--- src/rtl/gf180mcu_fd_sc_mcu9t5v0__scan_chain_ctrl.sv ---
// ---------------------------------------------------------------------------
// gf180mcu_fd_sc_mcu9t5v0__scan_chain_ctrl
//
// Drives one scan chain of sdff-style cells: serially loads a pattern
// (MSB first), issues one functional capture cycle, unloads the captured
// contents from the chain tail and compares them with an expected vector.
//
// Ports
//   CLK       clock shared with the scan cells, rising-edge
//   RN        synchronous active-low reset
//   START     run request, accepted only in IDLE
//   PATTERN   stimulus, bit k lands in cell k (cell 0 = nearest SI)
//   EXPECT    expected captured value, bit k = cell k
//   SE        scan enable to every cell (registered)
//   SI        serial data into cell 0 (registered)
//   SO        Q of the last cell in the chain
//   BUSY      high during SHIFT, CAPTURE and UNLOAD
//   DONE      one-cycle pulse; RESP and FAIL are valid with it
//   RESP      captured chain contents, bit k = cell k
//   FAIL      RESP != EXPECT, updated together with DONE
//   dbg_state current FSM state, for observation only
//
// Handshake: START is a level sampled at each rising edge; it is taken only
// when the FSM is in IDLE and is otherwise dropped (no queuing). DONE is a
// single-cycle qualifier for RESP/FAIL with no backpressure.
// ---------------------------------------------------------------------------
module gf180mcu_fd_sc_mcu9t5v0__scan_chain_ctrl #(
  parameter int  CHAIN_LEN = 16,
  localparam int CNT_W     = $clog2(CHAIN_LEN) + 1
) (
  input  logic                 CLK,
  input  logic                 RN,
  input  logic                 START,
  input  logic [CHAIN_LEN-1:0] PATTERN,
  input  logic [CHAIN_LEN-1:0] EXPECT,
  output logic                 SE,
  output logic                 SI,
  input  logic                 SO,
  output logic                 BUSY,
  output logic                 DONE,
  output logic [CHAIN_LEN-1:0] RESP,
  output logic                 FAIL,
  output logic [2:0]           dbg_state
);

  typedef enum logic [2:0] {
    S_IDLE    = 3'd0,
    S_SHIFT   = 3'd1,
    S_CAPTURE = 3'd2,
    S_UNLOAD  = 3'd3,
    S_FIN     = 3'd4
  } state_t;

  state_t               state;
  logic [CNT_W-1:0]     cnt;
  // Pattern shadow is consumed MSB first, so it is kept as a left shifter.
  logic [CHAIN_LEN-1:0] pat_sh;
  logic [CHAIN_LEN-1:0] exp_sh;

  logic                 cnt_last;
  logic [CNT_W-1:0]     resp_idx;
  logic [CHAIN_LEN-1:0] resp_upd;

  assign cnt_last  = (cnt == CNT_W'(CHAIN_LEN - 1));
  // Unload cycle j sees cell CHAIN_LEN-1-j on SO.
  assign resp_idx  = CNT_W'(CHAIN_LEN - 1) - cnt;
  assign dbg_state = state;

  // RESP with the current SO sample merged in; FAIL is computed from this
  // so it reflects the final bit on the last unload edge.
  always_comb begin
    resp_upd = RESP;
    for (int k = 0; k < CHAIN_LEN; k++) begin
      if (resp_idx == CNT_W'(k)) resp_upd[k] = SO;
    end
  end

  always_ff @(posedge CLK) begin
    if (!RN) begin
      state  <= S_IDLE;
      cnt    <= '0;
      pat_sh <= '0;
      exp_sh <= '0;
      SE     <= 1'b0;
      SI     <= 1'b0;
      BUSY   <= 1'b0;
      DONE   <= 1'b0;
      RESP   <= '0;
      FAIL   <= 1'b0;
    end else begin
      DONE <= 1'b0;
      case (state)
        S_IDLE: begin
          if (START) begin
            state  <= S_SHIFT;
            cnt    <= '0;
            SE     <= 1'b1;
            SI     <= PATTERN[CHAIN_LEN-1];
            pat_sh <= {PATTERN[CHAIN_LEN-2:0], 1'b0};
            exp_sh <= EXPECT;
            BUSY   <= 1'b1;
          end
        end
        S_SHIFT: begin
          if (cnt_last) begin
            state <= S_CAPTURE;
            cnt   <= '0;
            SE    <= 1'b0;
            SI    <= 1'b0;
          end else begin
            cnt    <= cnt + 1'b1;
            SI     <= pat_sh[CHAIN_LEN-1];
            pat_sh <= {pat_sh[CHAIN_LEN-2:0], 1'b0};
          end
        end
        S_CAPTURE: begin
          state <= S_UNLOAD;
          cnt   <= '0;
          SE    <= 1'b1;
          SI    <= 1'b0;
        end
        S_UNLOAD: begin
          RESP <= resp_upd;
          if (cnt_last) begin
            state <= S_FIN;
            cnt   <= '0;
            SE    <= 1'b0;
            BUSY  <= 1'b0;
            DONE  <= 1'b1;
            FAIL  <= |(resp_upd ^ exp_sh);
          end else begin
            cnt <= cnt + 1'b1;
          end
        end
        S_FIN: begin
          state <= S_IDLE;
          cnt   <= '0;
        end
        default: begin
          state <= S_IDLE;
          cnt   <= '0;
          SE    <= 1'b0;
          SI    <= 1'b0;
          BUSY  <= 1'b0;
        end
      endcase
    end
  end

endmodule

--- config.mk ---
export PLATFORM = sky130hd
export DESIGN_NAME = gf180mcu_fd_sc_mcu9t5v0__scan_chain_ctrl
export DESIGN_NICKNAME = d
export VERILOG_FILES = /design/src/rtl/gf180mcu_fd_sc_mcu9t5v0__scan_chain_ctrl.sv
export SDC_FILE = /design/constraint.sdc
export NUM_CORES = 1
export LEC_CHECK = 0
export ABC_CLOCK_PERIOD_IN_PS = 3000
export CAP_MARGIN = 20
export CORE_UTILIZATION = 55
export CTS_BUF_LIST = sky130_fd_sc_hd__clkbuf_4 sky130_fd_sc_hd__clkbuf_8
export DETAILED_ROUTE_END_ITERATION = 10
export GPL_ROUTABILITY_DRIVEN = 0
export PLACE_DENSITY_LB_ADDON = 0.08
export SYNTH_ARGS = -nofsm -noshare
export SYNTH_HDL_FRONTEND = slang
export SYNTH_SLANG_ARGS = --single-unit
--- constraint.sdc ---
create_clock -name CLK -period 3 [get_ports CLK]
set_clock_uncertainty 0.05 [all_clocks]
set_input_delay 0.6 -clock CLK [delete_from_list [all_inputs] [get_ports CLK]]
set_output_delay 0.6 -clock CLK [all_outputs]
set_load 0.03 [all_outputs]
* Word level (Yosys, flattened, before mapping)
Index checks and enable logic that the tools add are counted.
** Word-level totals
- Output and inout bits :: 24
- Input bits :: 36
- Flip-flop bits (word level) :: 61
- Logic and storage cells :: 90
** Operators by class
- Reductions and logical operators :: 15
- Bitwise logic cells :: 4
- Add/sub/neg operators :: 2
- Muxes and demuxes :: 34
- Equal/unequal tests :: 25
** Operator list (count)
- $eq A5 B4 Y1 const B :: 9
- $mux W16 :: 2
- $pmux W16 S2 :: 1
- $mux W1 :: 21
- $eq A5 B3 Y1 const B :: 4
- $reduce_or A16 Y1 :: 1
- $xor A16 B16 Y16 :: 1
- $pmux W3 S4 :: 1
- $reduce_and A3 Y1 :: 4
- $eq A5 B2 Y1 const B :: 2
- $mux W5 :: 2
- $pmux W5 S2 :: 1
- $mux W3 :: 3
- $ne A2 B2 Y1 const B :: 4
- $reduce_and A2 Y1 :: 4
- $eq A3 B2 Y1 const B :: 2
- $pmux W1 S3 :: 2
- $add A5 B1 Y5 const B :: 1
- $eq A5 B1 Y1 const B :: 1
- $logic_not A5 Y1 :: 1
- $sub A4 B5 Y5 const A :: 1
- $pmux W1 S4 :: 1
- $reduce_or A2 Y1 :: 2
- $eq A3 B1 Y1 const B :: 1
- other kinds (6) :: 8

* Logic depth before layout (Yosys ltp)
- Depth in word-level cells :: 5
- Depth in mapped cells :: 9
- Depth with buffers taken out :: 8

* Worst setup path before layout
Ideal clock, no wire load.
- Kind :: register to register
- Start :: reg cnt[0]
- End :: reg FAIL
- Setup slack :: 0.908 ns
- Setup time :: 0.127 ns
- Required time :: 2.823 ns
- Clock period less this slack :: 2.092 ns
- Cell stages (with the launch flop) :: 9
- Buffers on the path :: 1
- Arrival time :: 1.915 ns
- Path through :: dfxtp_1 > inv_1 > ha_1 > buf_2 > nor4b_2 > o32ai_1 > or4b_1 > nor4_1 > a21oi_1
** Between the ends
- Longest elaborated chain between the ends :: 5
- Elaborated cells on any way between the ends :: 37
- Those cells by class :: add/sub: 1; eq/ne: 16; mux: 16; bitwise: 1; reduce/logical: 3
** Ends and longest elaborated chain
- from (decl) :: line 55 : logic [CNT_W-1:0] cnt;
- from (signal assigned) :: line 111 : cnt <= cnt + 1'b1;
- from (signal assigned) :: line 132 : cnt <= cnt + 1'b1;
- $sub A4 B5 Y5 :: line 66 : assign resp_idx = CNT_W'(CHAIN_LEN - 1) - cnt;
- $eq A5 B1 Y1, or another cell as far along :: line 74 : if (resp_idx == CNT_W'(k)) resp_upd[k] = SO;
- $mux W1 :: line 74
- $xor A16 B16 Y16 :: line 130 : FAIL <= |(resp_upd ^ exp_sh);
- $reduce_or A16 Y1 :: line 130
- to (signal assigned) :: line 130
- to (decl) :: line 42 : output logic FAIL,
Several ways; a longest one is shown, not always the timed one.
A chain may end at the register's enable or synchronous reset.

* Worst setup path in the final report
- Start :: reg cnt[2]
- End :: reg FAIL
The elaborated chain is that of the path after synthesis.

==> metrics.csv <==
metric,value,unit
clk_pin_slew_worst_paths,0.07,ns
drt_iter0_drc,234,
tightestPinTransition,0.9315,ns
yosys.cell_types.count,58,
dpl.cell_count,527,
ys.flop_type,dfxtp_1,
rsz0062_at_grt,false,
hold_viol,0,
setup_viol,0,
hold_buffers,0,
grt_usage,27.57,%
drc,0,
h-tree-depth,3,
cts_root_buffer,clkbuf_8,
cp-end-kind,flop,
insertion_delay,0.34,ns
final_antenna_net_count,0,
routed_wl,8472,um
worstSetupStartpoint,cnt[2]$_SDFFE_PN0P_,
p_leak,0.001847,uW
drive_above_1_share,7.066,%
grt_pass1_vias,2846,
grt_pass1_wl,13770,um
period_minus_slack,2.548,ns
slew_viol_final,0,
nNetsFinal,504,
cts_tree,done,
cts_buffer_depth,2,
start_util,58.67,%
dpl.hpwl,5743,um
final_cell_mix,"nand2_1 (71), dfxtp_1 (60), clkdlybuf4s50_1 (59), nor2b_1 (34), mux2i_1 (27)",
criticalPathCategory,reg -> reg,
syn_area,3556,sq um
grt.overflow.total,0,
netlist_instances,420,
fp.dieW,82.41,um
antenna_found_initial,0,
area_growth,22.91,%
die_area,6791,sq um
ys_seq_elements,60,
core,6061,sq um
synth_warnings,0,
drt_first_pass_iters,6,
startpoint_type,flop,
ir_worst_vdd,0.5407,mV
cp_max_fo,22,
arrival,2.73,ns
num_vias,3142,
hold_path_class,reg -> reg,
setup-tns-final,0,ns
cap_violations,0,
holdPathStages,2,
layout_worst_path_cycle_share,84.93,%
status,"complete, no violations",
post_cts_buffers,0,
vias_per_cell,5.797,
reg2reg_depth,5,
mostFrequentLayoutCell,nand2_1,
synth_nets,461,
cts_inserted_buffers,9,
fp.dieH,82.41,um
clock_sinks,60,
power.total,1961,uW
yosysSeqAreaShare,33.78,%
timing.fmax,392.5,MHz
fin_cells,542,
p_per_area,448.7,nW/um^2
antenna_cells,0,
cp.required,3.18,ns
cts-resized-gates,0,
relSlewSlack,37.82,%
rows,28,
min_from,BUSY$_SDFFE_PN0P_,
post-route-util,72.11,%
synth_edf_count,0,
async_flop_share,0,%
numPortBuffers,59,
syn_area_per_cell,8.466,sq um
top_level_ports,60,
rr_startpoint,cnt[2]$_SDFFE_PN0P_,
grt_max_degree,47,
wire_per_inst,15.63,um
metal layers:
| layer | share of wire, % | GRT usage [%] | up-vias |
|---|---|---|---|
| li1 | - | - | 1545 |
| met2 | 45 | 41.32 | 101 |
| met3 | 5.1 | 6.813 | 20 |
| met1 | 48 | 37.91 | 1476 |
| met4 | 2.1 | 10.35 | 0 |
| met5 | 0 | 0 | - |
power by group:
group / internal (uW) / leakage [uW] / switching, uW / total (uW)
combinational: 135 / 0.00125 / 129 / 263
sequential: 834 / 0.000491 / 35.0 / 869
clock: 507 / 0.000111 / 322 / 829
total: 1480 / 0.00185 / 486 / 1960
synth_stat cells, types with 2 or more instances:
| cell | instances | area, sq um |
|---|---|---|
| o21ai_0 | 20 | 100.1 |
| inv_1 | 12 | 45.04 |
| nor2_1 | 13 | 48.80 |
| and4bb_1 | 2 | 25.02 |
| nand3b_1 | 4 | 30.03 |
| buf_6 | 2 | 22.52 |
| xnor2_1 | 3 | 26.28 |
| nor4b_2 | 2 | 30.03 |
| ha_1 | 5 | 62.56 |
| mux2i_1 | 27 | 270.3 |
| a21boi_0 | 20 | 150.1 |
| o211a_1 | 14 | 140.1 |
| nand4bb_1 | 2 | 22.52 |
| buf_2 | 8 | 40.04 |
| nand4_1 | 2 | 12.51 |
| nand3_1 | 18 | 90.09 |
| dfxtp_1 | 60 | 1201 |
| nor2b_1 | 34 | 212.7 |
| a32oi_1 | 3 | 26.28 |
| a211oi_1 | 2 | 15.01 |
| clkbuf_1 | 21 | 78.83 |
| and2_1 | 6 | 37.54 |
| nor4_1 | 3 | 18.77 |
| and4bb_2 | 2 | 25.02 |
| o32ai_1 | 6 | 52.55 |
| a21oi_1 | 6 | 30.03 |
| nand2b_1 | 14 | 87.58 |
| nand2_1 | 71 | 266.5 |
| buf_4 | 2 | 15.01 |
| xor2_1 | 8 | 70.07 |
state kept, by name (all words and copies together), names as in the netlist:
| signal | count |
|---|---|
| FAIL | 1 |
| SI | 1 |
| SE | 1 |
| pat_sh | 15 |
| DONE | 1 |
| RESP | 16 |
| BUSY | 1 |
| dbg_state | 3 |
| cnt | 5 |
| exp_sh | 16 |
metrics by stage:
stage	cell area [sq um]	hold WS [ns]	worst slack, ns
detailed placement	4146	0.4289	0.3492
global placement	4146	0.4178	0.4073
finish	4370	0.4357	0.4521
floorplan	3556	0.4053	0.9077
global route	4370	0.4585	0.3203
CTS	4370	0.4386	0.5102
cells by family (layout without fill, tap and decap cells):
kind of cell    Yosys count  after routing  synth area share [%]
simple gates            188            188                 30.26
xor+xnor                 11             11                 2.710
compound gates           82             82                 17.24
fa+ha+maj                 5              5                 1.759
flops                    60             60                 33.78
buf+inv                  47             94                 6.650
mux                      27             27                 7.600
worst paths after layout:
| check | slack [ns] | endpoint |
|---|---|---|
| max | 0.45 | FAIL$_SDFFE_PN0P_ |
| min | 0.44 | BUSY$_SDFFE_PN0P_ |
| max reg2reg | 0.45 | FAIL$_SDFFE_PN0P_ |
| min reg2reg | 0.44 | BUSY$_SDFFE_PN0P_ |
critical path, stage by stage (launching register included):
cell and delay [ns]:
dfxtp_1 0.93, and4bb_2 0.33, a222oi_1 0.26, or4b_1 0.48
nor4_1 0.28, a21oi_1 0.10
area by class of cell:
type                       count  area [sq um]
multi-input combinational    313          2131
tap                           75         93.84
fill                         501          1690
inverter                      12         45.04
timing repair buffer          67         675.6
clock inverter                 4         72.57
clock buffer                  11         151.4
sequential                    60          1201
No activity file was read; power rests on OpenSTA's default activity.
